<file path="src/rtl/audio_frame_sequencer.sv">
// Moves samples from the ADC FIFO to the DAC FIFO, with optional square-wave muting,
// and captures fixed-length mono frames for the recognizer. Optional: AUDIO_SEQ_PEAK_EN.
module audio_frame_sequencer #(
    parameter int FRAME_LEN = 256,
    parameter int ADDR_W    = 8,
    parameter int STALL_MAX = 1024
) (
    input  logic              CLOCK_50,
    input  logic              resetn,
    input  logic              audio_in_available,
    input  logic [31:0]       left_channel_audio_in,
    input  logic [31:0]       right_channel_audio_in,
    output logic              read_audio_in,
    input  logic              audio_out_allowed,
    output logic [31:0]       left_channel_audio_out,
    output logic [31:0]       right_channel_audio_out,
    output logic              write_audio_out,
    input  logic [17:0]       gate_period,
    input  logic              capture_start,
    output logic              capture_busy,
    output logic              capture_done,
    output logic              frame_wr_en,
    output logic [ADDR_W-1:0] frame_wr_addr,
    output logic [15:0]       frame_wr_data,
    output logic [7:0]        drop_count
`ifdef AUDIO_SEQ_PEAK_EN
    ,
    output logic [15:0]       peak_level
`endif
);

    typedef enum logic [1:0] {POLL, XFER, DROP, GAP} state_t;

    localparam int SW = (STALL_MAX > 1) ? $clog2(STALL_MAX) : 1;
    localparam logic [SW-1:0]     STALL_LAST = SW'(STALL_MAX - 1);
    localparam logic [ADDR_W-1:0] ADDR_LAST  = ADDR_W'(FRAME_LEN - 1);

    // Mono mix: 17-bit sum of the two upper halves, arithmetic halving.
    function automatic logic [15:0] mono16(input logic [15:0] l, input logic [15:0] r);
        logic signed [16:0] sum;
        sum = $signed({l[15], l}) + $signed({r[15], r});
        return sum[16:1];
    endfunction

`ifdef AUDIO_SEQ_PEAK_EN
    function automatic logic [15:0] abs16(input logic [15:0] v);
        if (v == 16'h8000)
            return 16'h7FFF;
        else if (v[15])
            return 16'(-v);
        else
            return v;
    endfunction

    logic [15:0] peak_q;
`endif

    state_t            state_q, state_d;
    logic [SW-1:0]     stall_q, stall_d;
    logic [17:0]       gate_cnt_q, gate_cnt_d;
    logic              mute_q, mute_d;
    logic              accept, drop_go;

    logic [15:0]       lat_l_q, lat_r_q;
    logic              read_q, write_q;
    logic [31:0]       dac_l_q, dac_r_q;
    logic [7:0]        drop_q;
    logic              busy_q, last_q, done_q, fwe_q;
    logic [ADDR_W-1:0] addr_q, fwaddr_q;
    logic [15:0]       fwdata_q;

    always_comb begin
        state_d    = state_q;
        stall_d    = stall_q;
        accept     = 1'b0;
        drop_go    = 1'b0;
        gate_cnt_d = gate_cnt_q;
        mute_d     = mute_q;

        case (state_q)
            POLL: begin
                if (audio_in_available && audio_out_allowed) begin
                    accept  = 1'b1;
                    stall_d = '0;
                    state_d = XFER;
                end else if (audio_in_available) begin
                    if (stall_q == STALL_LAST) begin
                        drop_go = 1'b1;
                        stall_d = '0;
                        state_d = DROP;
                    end else begin
                        stall_d = stall_q + SW'(1);
                    end
                end else begin
                    stall_d = '0;
                end
            end
            XFER:    state_d = GAP;
            DROP: begin
                stall_d = '0;
                state_d = GAP;
            end
            GAP:     state_d = POLL;
            default: state_d = POLL;
        endcase

        // A period shrunk below the running count wraps on the next cycle.
        if (gate_period == 18'd0) begin
            gate_cnt_d = '0;
            mute_d     = 1'b0;
        end else if (gate_cnt_q >= gate_period) begin
            gate_cnt_d = '0;
            mute_d     = ~mute_q;
        end else begin
            gate_cnt_d = gate_cnt_q + 18'd1;
        end
    end

    always_ff @(posedge CLOCK_50 or negedge resetn) begin
        if (!resetn) begin
            state_q    <= POLL;
            stall_q    <= '0;
            gate_cnt_q <= '0;
            mute_q     <= 1'b0;
            lat_l_q    <= '0;
            lat_r_q    <= '0;
            read_q     <= 1'b0;
            write_q    <= 1'b0;
            dac_l_q    <= '0;
            dac_r_q    <= '0;
            drop_q     <= '0;
            busy_q     <= 1'b0;
            last_q     <= 1'b0;
            done_q     <= 1'b0;
            fwe_q      <= 1'b0;
            addr_q     <= '0;
            fwaddr_q   <= '0;
            fwdata_q   <= '0;
`ifdef AUDIO_SEQ_PEAK_EN
            peak_q     <= '0;
`endif
        end else begin
            state_q    <= state_d;
            stall_q    <= stall_d;
            gate_cnt_q <= gate_cnt_d;
            mute_q     <= mute_d;

            // Pulses are registered so they coincide with the XFER/DROP state cycle.
            read_q  <= accept | drop_go;
            write_q <= accept;
            if (accept) begin
                dac_l_q <= mute_q ? 32'd0 : left_channel_audio_in;
                dac_r_q <= mute_q ? 32'd0 : right_channel_audio_in;
                lat_l_q <= left_channel_audio_in[31:16];
                lat_r_q <= right_channel_audio_in[31:16];
            end
            if (drop_go && drop_q != 8'hFF)
                drop_q <= drop_q + 8'd1;

            fwe_q  <= 1'b0;
            done_q <= 1'b0;
            last_q <= 1'b0;
            if (state_q == XFER && busy_q) begin
                fwe_q    <= 1'b1;
                fwaddr_q <= addr_q;
                fwdata_q <= mono16(lat_l_q, lat_r_q);
`ifdef AUDIO_SEQ_PEAK_EN
                if (abs16(lat_l_q) > peak_q)
                    peak_q <= abs16(lat_l_q);
`endif
                if (addr_q == ADDR_LAST) begin
                    last_q <= 1'b1;
                    addr_q <= '0;
                end else begin
                    addr_q <= addr_q + ADDR_W'(1);
                end
            end
            if (last_q) begin
                busy_q   <= 1'b0;
                done_q   <= 1'b1;
                fwaddr_q <= '0;
            end
            if (capture_start && !busy_q) begin
                busy_q <= 1'b1;
                addr_q <= '0;
`ifdef AUDIO_SEQ_PEAK_EN
                peak_q <= '0;
`endif
            end
        end
    end

    assign read_audio_in           = read_q;
    assign write_audio_out         = write_q;
    assign left_channel_audio_out  = dac_l_q;
    assign right_channel_audio_out = dac_r_q;
    assign capture_busy            = busy_q;
    assign capture_done            = done_q;
    assign frame_wr_en             = fwe_q;
    assign frame_wr_addr           = fwaddr_q;
    assign frame_wr_data           = fwdata_q;
    assign drop_count              = drop_q;
`ifdef AUDIO_SEQ_PEAK_EN
    assign peak_level              = peak_q;
`endif

endmodule

</file>
<file path="config.mk">
export PLATFORM = sky130hd
export DESIGN_NAME = audio_frame_sequencer
export DESIGN_NICKNAME = d
export VERILOG_FILES = /design/src/rtl/audio_frame_sequencer.sv
export SDC_FILE = /design/constraint.sdc
export NUM_CORES = 1
export LEC_CHECK = 0
export BUFFER_PORTS_ARGS = -buffer_cell sky130_fd_sc_hd__clkbuf_2
export CAP_MARGIN = 20
export CORE_ASPECT_RATIO = 0.8
export CORE_UTILIZATION = 45
export DETAILED_ROUTE_END_ITERATION = 7
export GPL_TIMING_DRIVEN = 0
export PLACE_DENSITY = 0.77
export SLEW_MARGIN = 40
export SYNTH_ARGS = -nofsm -noshare
export SYNTH_HDL_FRONTEND = slang
export SYNTH_SLANG_ARGS = --single-unit
</file>
<file path="constraint.sdc">
create_clock -name CLOCK_50 -period 4.9 [get_ports CLOCK_50]
set_clock_uncertainty 0.05 [all_clocks]
set_input_delay 0.245 -clock CLOCK_50 [delete_from_list [all_inputs] [get_ports CLOCK_50]]
set_output_delay 0.245 -clock CLOCK_50 [all_outputs]
set_load 0.05 [all_outputs]
</file>
### Word level (Yosys, flattened, before mapping)

Index checks and enable logic that the tools add are counted.
W data, S select, Z words.

| storage, ports and cells | value |
|---|---|
| flip-flop bits (word level) | 173 |
| input bits | 87 |
| output and inout port bits | 101 |
| logic and storage cells | 79 |

| cells by class | value |
|---|---|
| add/sub/neg operators | 5 |
| $lt $le $gt $ge | 1 |
| eq/ne operators | 8 |
| muxes and demuxes | 31 |
| bitwise gates (word level) | 2 |
| reductions and logical operators | 14 |

Operator list:

| operator | number |
|---|---|
| $mux W32 | 2 |
| $mux W8 | 5 |
| $mux W18 | 2 |
| $mux W10 | 3 |
| $pmux W10 S2 | 1 |
| $add A18 B1 Y18 const B | 1 |
| $ge A18 B18 Y1 | 1 |
| $logic_not A18 Y1 | 1 |
| $add A16 B16 Y17 | 1 |
| $add A8 B1 Y8 const B | 2 |
| $mux W1 | 14 |
| $add A10 B1 Y10 const B | 1 |
| $eq A10 B10 Y1 const B | 1 |
| $reduce_bool A2 Y1 | 5 |
| $eq A8 B8 Y1 const B | 1 |
| $ne A8 B8 Y1 const B | 1 |
| $mux W2 | 3 |
| $ne A3 B3 Y1 const B | 2 |
| $pmux W2 S3 | 1 |
| $eq A2 B2 Y1 const B | 2 |
| $logic_and A1 B1 Y1 | 4 |
| $eq A2 B1 Y1 const B | 1 |
| $logic_not A2 Y1 | 1 |
| $reduce_and A2 Y1 | 1 |
| other kinds (4) | 4 |

### Longest topological paths before layout

| logic depth | value |
|---|---|
| depth in word-level cells | 6 |
| mapped depth | 10 |
| mapped depth without buffers | 8 |

### Least setup slack after synthesis

Ideal clock, no wire load.

| timing path | value |
|---|---|
| path type | reg-to-reg |
| start | reg lat_l_q[0] |
| end | reg fwdata_q[11] (netlist: frame_wr_data[11]) |
| setup time | 0.135 ns |
| data arrival time | 1.866 ns |
| required time | 4.715 ns |
| setup slack | 2.849 ns |
| stages on the path, launching flop included | 9 |
| path buffers | 0 |
| clock period less this slack | 2.051 ns |
| cells stage by stage | dfrtp_1 and2_1 fa_1 a211oi_1 o211ai_1 a21boi_0 o31ai_1 xnor2_1 o21ai_0 |

| between the ends | value |
|---|---|
| longest elaborated chain between the ends | 1 |

Ends and longest elaborated chain:

| what | RTL line | text |
|---|---|---|
| start: declaration | 64 | `logic [15:0] lat_l_q, lat_r_q;` |
| start signal: assignment | 154 | `lat_l_q <= left_channel_audio_in[31:16];` |
| $add A16 B16 Y17 | 41 | `sum = $signed({l[15], l}) + $signed({r[15], r});` |
| end signal: assignment | 166 | `fwdata_q <= mono16(lat_l_q, lat_r_q);` |
| end: declaration | 70 | `logic [15:0] fwdata_q;` |

No other way between the ends.
A chain may end at the register's enable or synchronous reset.

### Worst setup path in the final report

| timing path | value |
|---|---|
| start | reg state_q[0] |
| end | reg lat_l_q[13] |

| between the ends | value |
|---|---|
| longest elaborated chain between the ends | 2 |

Ends and longest elaborated chain:

| what | RTL line | text |
|---|---|---|
| start: declaration | 58 | `state_t state_q, state_d;` |
| start signal: assignment | 143 | `state_q <= state_d;` |
| $logic_not A2 Y1 | 80 | `case (state_q)` |
| $mux W1 | 80 |  |

No other way between the ends.

==> reports/qor.json <==
{
  "critPathArrivalTime_ps": 2670,
  "cell_with_the_largest_stage_delay_on_the_worst_path": "clkbuf_1",
  "fin_tns_setup_ps": 0,
  "grt_setup_unrepaired": "false",
  "setup_violations": 0,
  "edff_count_synth": 0,
  "hpwlAfterDp_mm": 15.3,
  "first_global_vias": 6556,
  "drt_iter0_markers": 353,
  "status": "finished clean",
  "post-route-drc-count": 0,
  "reg_clk_slew_reported_paths_ps": 70,
  "path_common_cell": "clkbuf_1",
  "worstSetupStartpointType": "flip-flop",
  "endpoint_kind": "flip-flop",
  "cts_setup_buffers": 0,
  "ir_drop_mv": 0.396,
  "cell_family_with_most_cp_delay": "buffers and inverters",
  "synth.top_cells.by_area": "dfrtp_1, o21ai_0, nand2_1",
  "whs_ps": 11.3,
  "synth_top_area_share_pct": 51.8,
  "synthesis.yosys.warnings": 0,
  "insertion_delay_ps": 430,
  "cts_h_tree_depth": 4,
  "cts_buffer_depth": 2,
  "nets": 1213,
  "ios": 188,
  "largest_net_degree_at_the_start_of_global_routing": 70,
  "die_y_um": 124,
  "ys_seq_area_share_pct": 51.8,
  "dominantRegCellSynth": "dfrtp_1",
  "synthArstFlopShare_pct": 100,
  "dieWidth_um": 154,
  "yosys.cell_count.top_type": "dfrtp_1",
  "cts.root.buffer_cell": "clkbuf_16",
  "cp_class": "flip-flop to flip-flop",
  "initial_utilization_pct": 46.0,
  "netlist.top_cell.by_area": "dfrtp_1",
  "synthTopCellsByCount": "dfrtp_1, nand2_1, o21ai_0, nand2b_1, nor2_1",
  "max_cap_violations": 0,
  "critical_path_buf_inv_count": 3,
  "required_ps": 5170,
  "layout-drive-gt1-share_pct": 24.0,
  "postSynthCellCount": 852,
  "grt_use_total_pct": 22.3,
  "cts.sinks": 173,
  "period_minus_slack_ps": 2400,
  "slew_headroom_pct": 59.0,
  "num_antenna_cells": 0,
  "wl_per_cell_um": 15.6,
  "yosys_register_bits": 173,
  "hold_buf_cts": 24,
  "ant_nets": 0,
  "die-area_mm2": 0.0191,
  "tritoncts": "built",
  "globalRouteOverflowTotal": 0,
  "max_slew.worst_pin.slew_ps": 615,
  "io_buffers": 187,
  "maxSlewViolCount": 0,
  "row_count": 44,
  "postCtsResizedCells": 0,
  "detailedRoute.firstPassIterationCount": 5,
  "syn-num-nets": 980,
  "cts-buffers-inserted": 17,
  "postLayoutCoreUtil_pct": 57.8,
  "p_per_area_mw_per_mm2": 664,
  "synth_area_per_cell_um2": 9.81,
  "area_delta_synth_final_pct": 25.7,
  "core_region_area_mm2": 0.0182,
  "worst-path-max-fanout": 10,
  "worst_path_largest_cell_delay_ps": 440,
  "hold_path.class": "input pin to flip-flop",
  "grt_antenna_before_repair": 2,
  "synth.distinct_cells": 45,
  "dr_total_vias": 6962,
  "cell_leakage_power_uw": 0.00522,
  "grt_pass1_wl_mm": 33.0,
  "worstPathCellList": "inv_1 > ha_1 > nand3_1 > clkbuf_1 > clkbuf_1 > mux2_2",
  "netlist_area_mm2": 0.00836,
  "gpl.final_weighted_congestion": 0.920,
  "via_per_inst": 5.24,
  "max_freq_mhz": 416,
  "final_min_period_over_clock_period_pct": 49.1,
  "final_routed_wirelength_mm": 20.7,
  "final_hold_violation_count": 0
}
[per-layer routing]
metal | vias up | part of all wire, % | global-route usage (%)
li1 | 3370 | - | -
met3 | 29 | 5.7 | 6.05
met4 | 4 | 1.2 | 5.88
met2 | 181 | 47 | 35.8
met5 | - | 0.13 | 0
met1 | 3378 | 46 | 30.1
[layout make-up]
cell class	instances	area (µm²)
tap	230	288
inverter	27	101
buffer	36	165
clock inverter	14	179
clock buffer	18	429
timing repair buffer	214	1250
sequential	173	4330
multi-input combinational	616	3760
fill	1584	7660
[tightest hold or removal path, delay by kind of cell]
family | cells | cell delay, ps
buffers and inverters | 1 | 80
AO/OA/AOI/OAI | 1 | 70
AND/OR/NAND/NOR | 1 | 50
[flip-flops by register name, indices dropped and copies added, names as in the netlist]
name and count:
mute_q 1, gate_cnt_q 18, capture_busy 1, capture_done 1
stall_q 10, left_channel_audio_out 32, frame_wr_data 16, read_audio_in 1
right_channel_audio_out 32, state_q 2, frame_wr_addr 8, frame_wr_en 1
drop_count 8, addr_q 8, last_q 1, write_audio_out 1
lat_l_q 16, lat_r_q 16
[final timing paths]
| kind | from | cells after the start | end | slack, ps |
|---|---|---|---|---|
| worst max-delay path | state_q[0] | 6 | lat_l_q[13] | 2500 |
| worst min-delay path | left_channel_audio_in[0] | 3 | left_channel_audio_out[0] | 10 |
| worst max register to register | state_q[0] | 6 | lat_l_q[13] | 2500 |
| worst min register to register | last_q | 0 | capture_done | 330 |
| max in group asynchronous | resetn | 3 | right_channel_audio_out[7] | 3840 |
| min in group asynchronous | resetn | 2 | frame_wr_en | 290 |
[per-stage QoR]
| step | total power, µW | instances | setup WS (ps) | area (µm²) |
|---|---|---|---|---|
| 6_report | 6970 | 1328 | 2500 | 10500 |
| 5_1_grt | 7450 | 1328 | 2300 | 10500 |
| 3_3_place_gp | 5490 | 1269 | 323 | 9580 |
| 2_1_floorplan | 4680 | 852 | 2850 | 8360 |
| 3_5_place_dp | 5580 | 1271 | 2520 | 9640 |
| 4_1_cts | 7010 | 1327 | 2520 | 10500 |
[logic make-up after synthesis]
kind of cell	share of synthesized area (%)
and+or+nand+nor	19.0
adders and majority gates	6.23
muxes	4.63
DFF	51.8
buffers and inverters	3.19
xor gates and xnor gates	3.98
AOI/OAI and AO/OA	11.2
[power by group]
part | internal [µW] | total [µW] | switching (µW) | leakage (µW)
Clock | 813 | 1400 | 590 | 0.000294
Combinational | 1090 | 3340 | 2250 | 0.00269
Sequential | 1910 | 2230 | 321 | 0.00224
[cell usage in the layout (no fill, tap or decap), drive strengths merged, types with 3 or more instances in the layout]
cell / netlist / routed
nand4: 11 / 11
inv: 26 / 32
nor4: 3 / 3
a21o: 4 / 4
mux2: 34 / 34
dfrtp: 173 / 173
bufinv: 0 / 3
a21oi: 30 / 30
nor2b: 6 / 6
nor3: 7 / 7
dlygate4sd3: 0 / 25
nand2b: 68 / 68
nand3: 19 / 19
xor2: 16 / 16
nor2: 57 / 57
o31ai: 5 / 5
buf: 10 / 12
o21ai: 110 / 110
xnor2: 22 / 22
o211ai: 4 / 4
clkinv: 1 / 4
and4: 4 / 4
a211oi: 4 / 4
clkbuf: 26 / 231
ha: 40 / 40
and3: 12 / 12
nand2: 137 / 137
No activity file was read; power rests on OpenSTA's default activity.
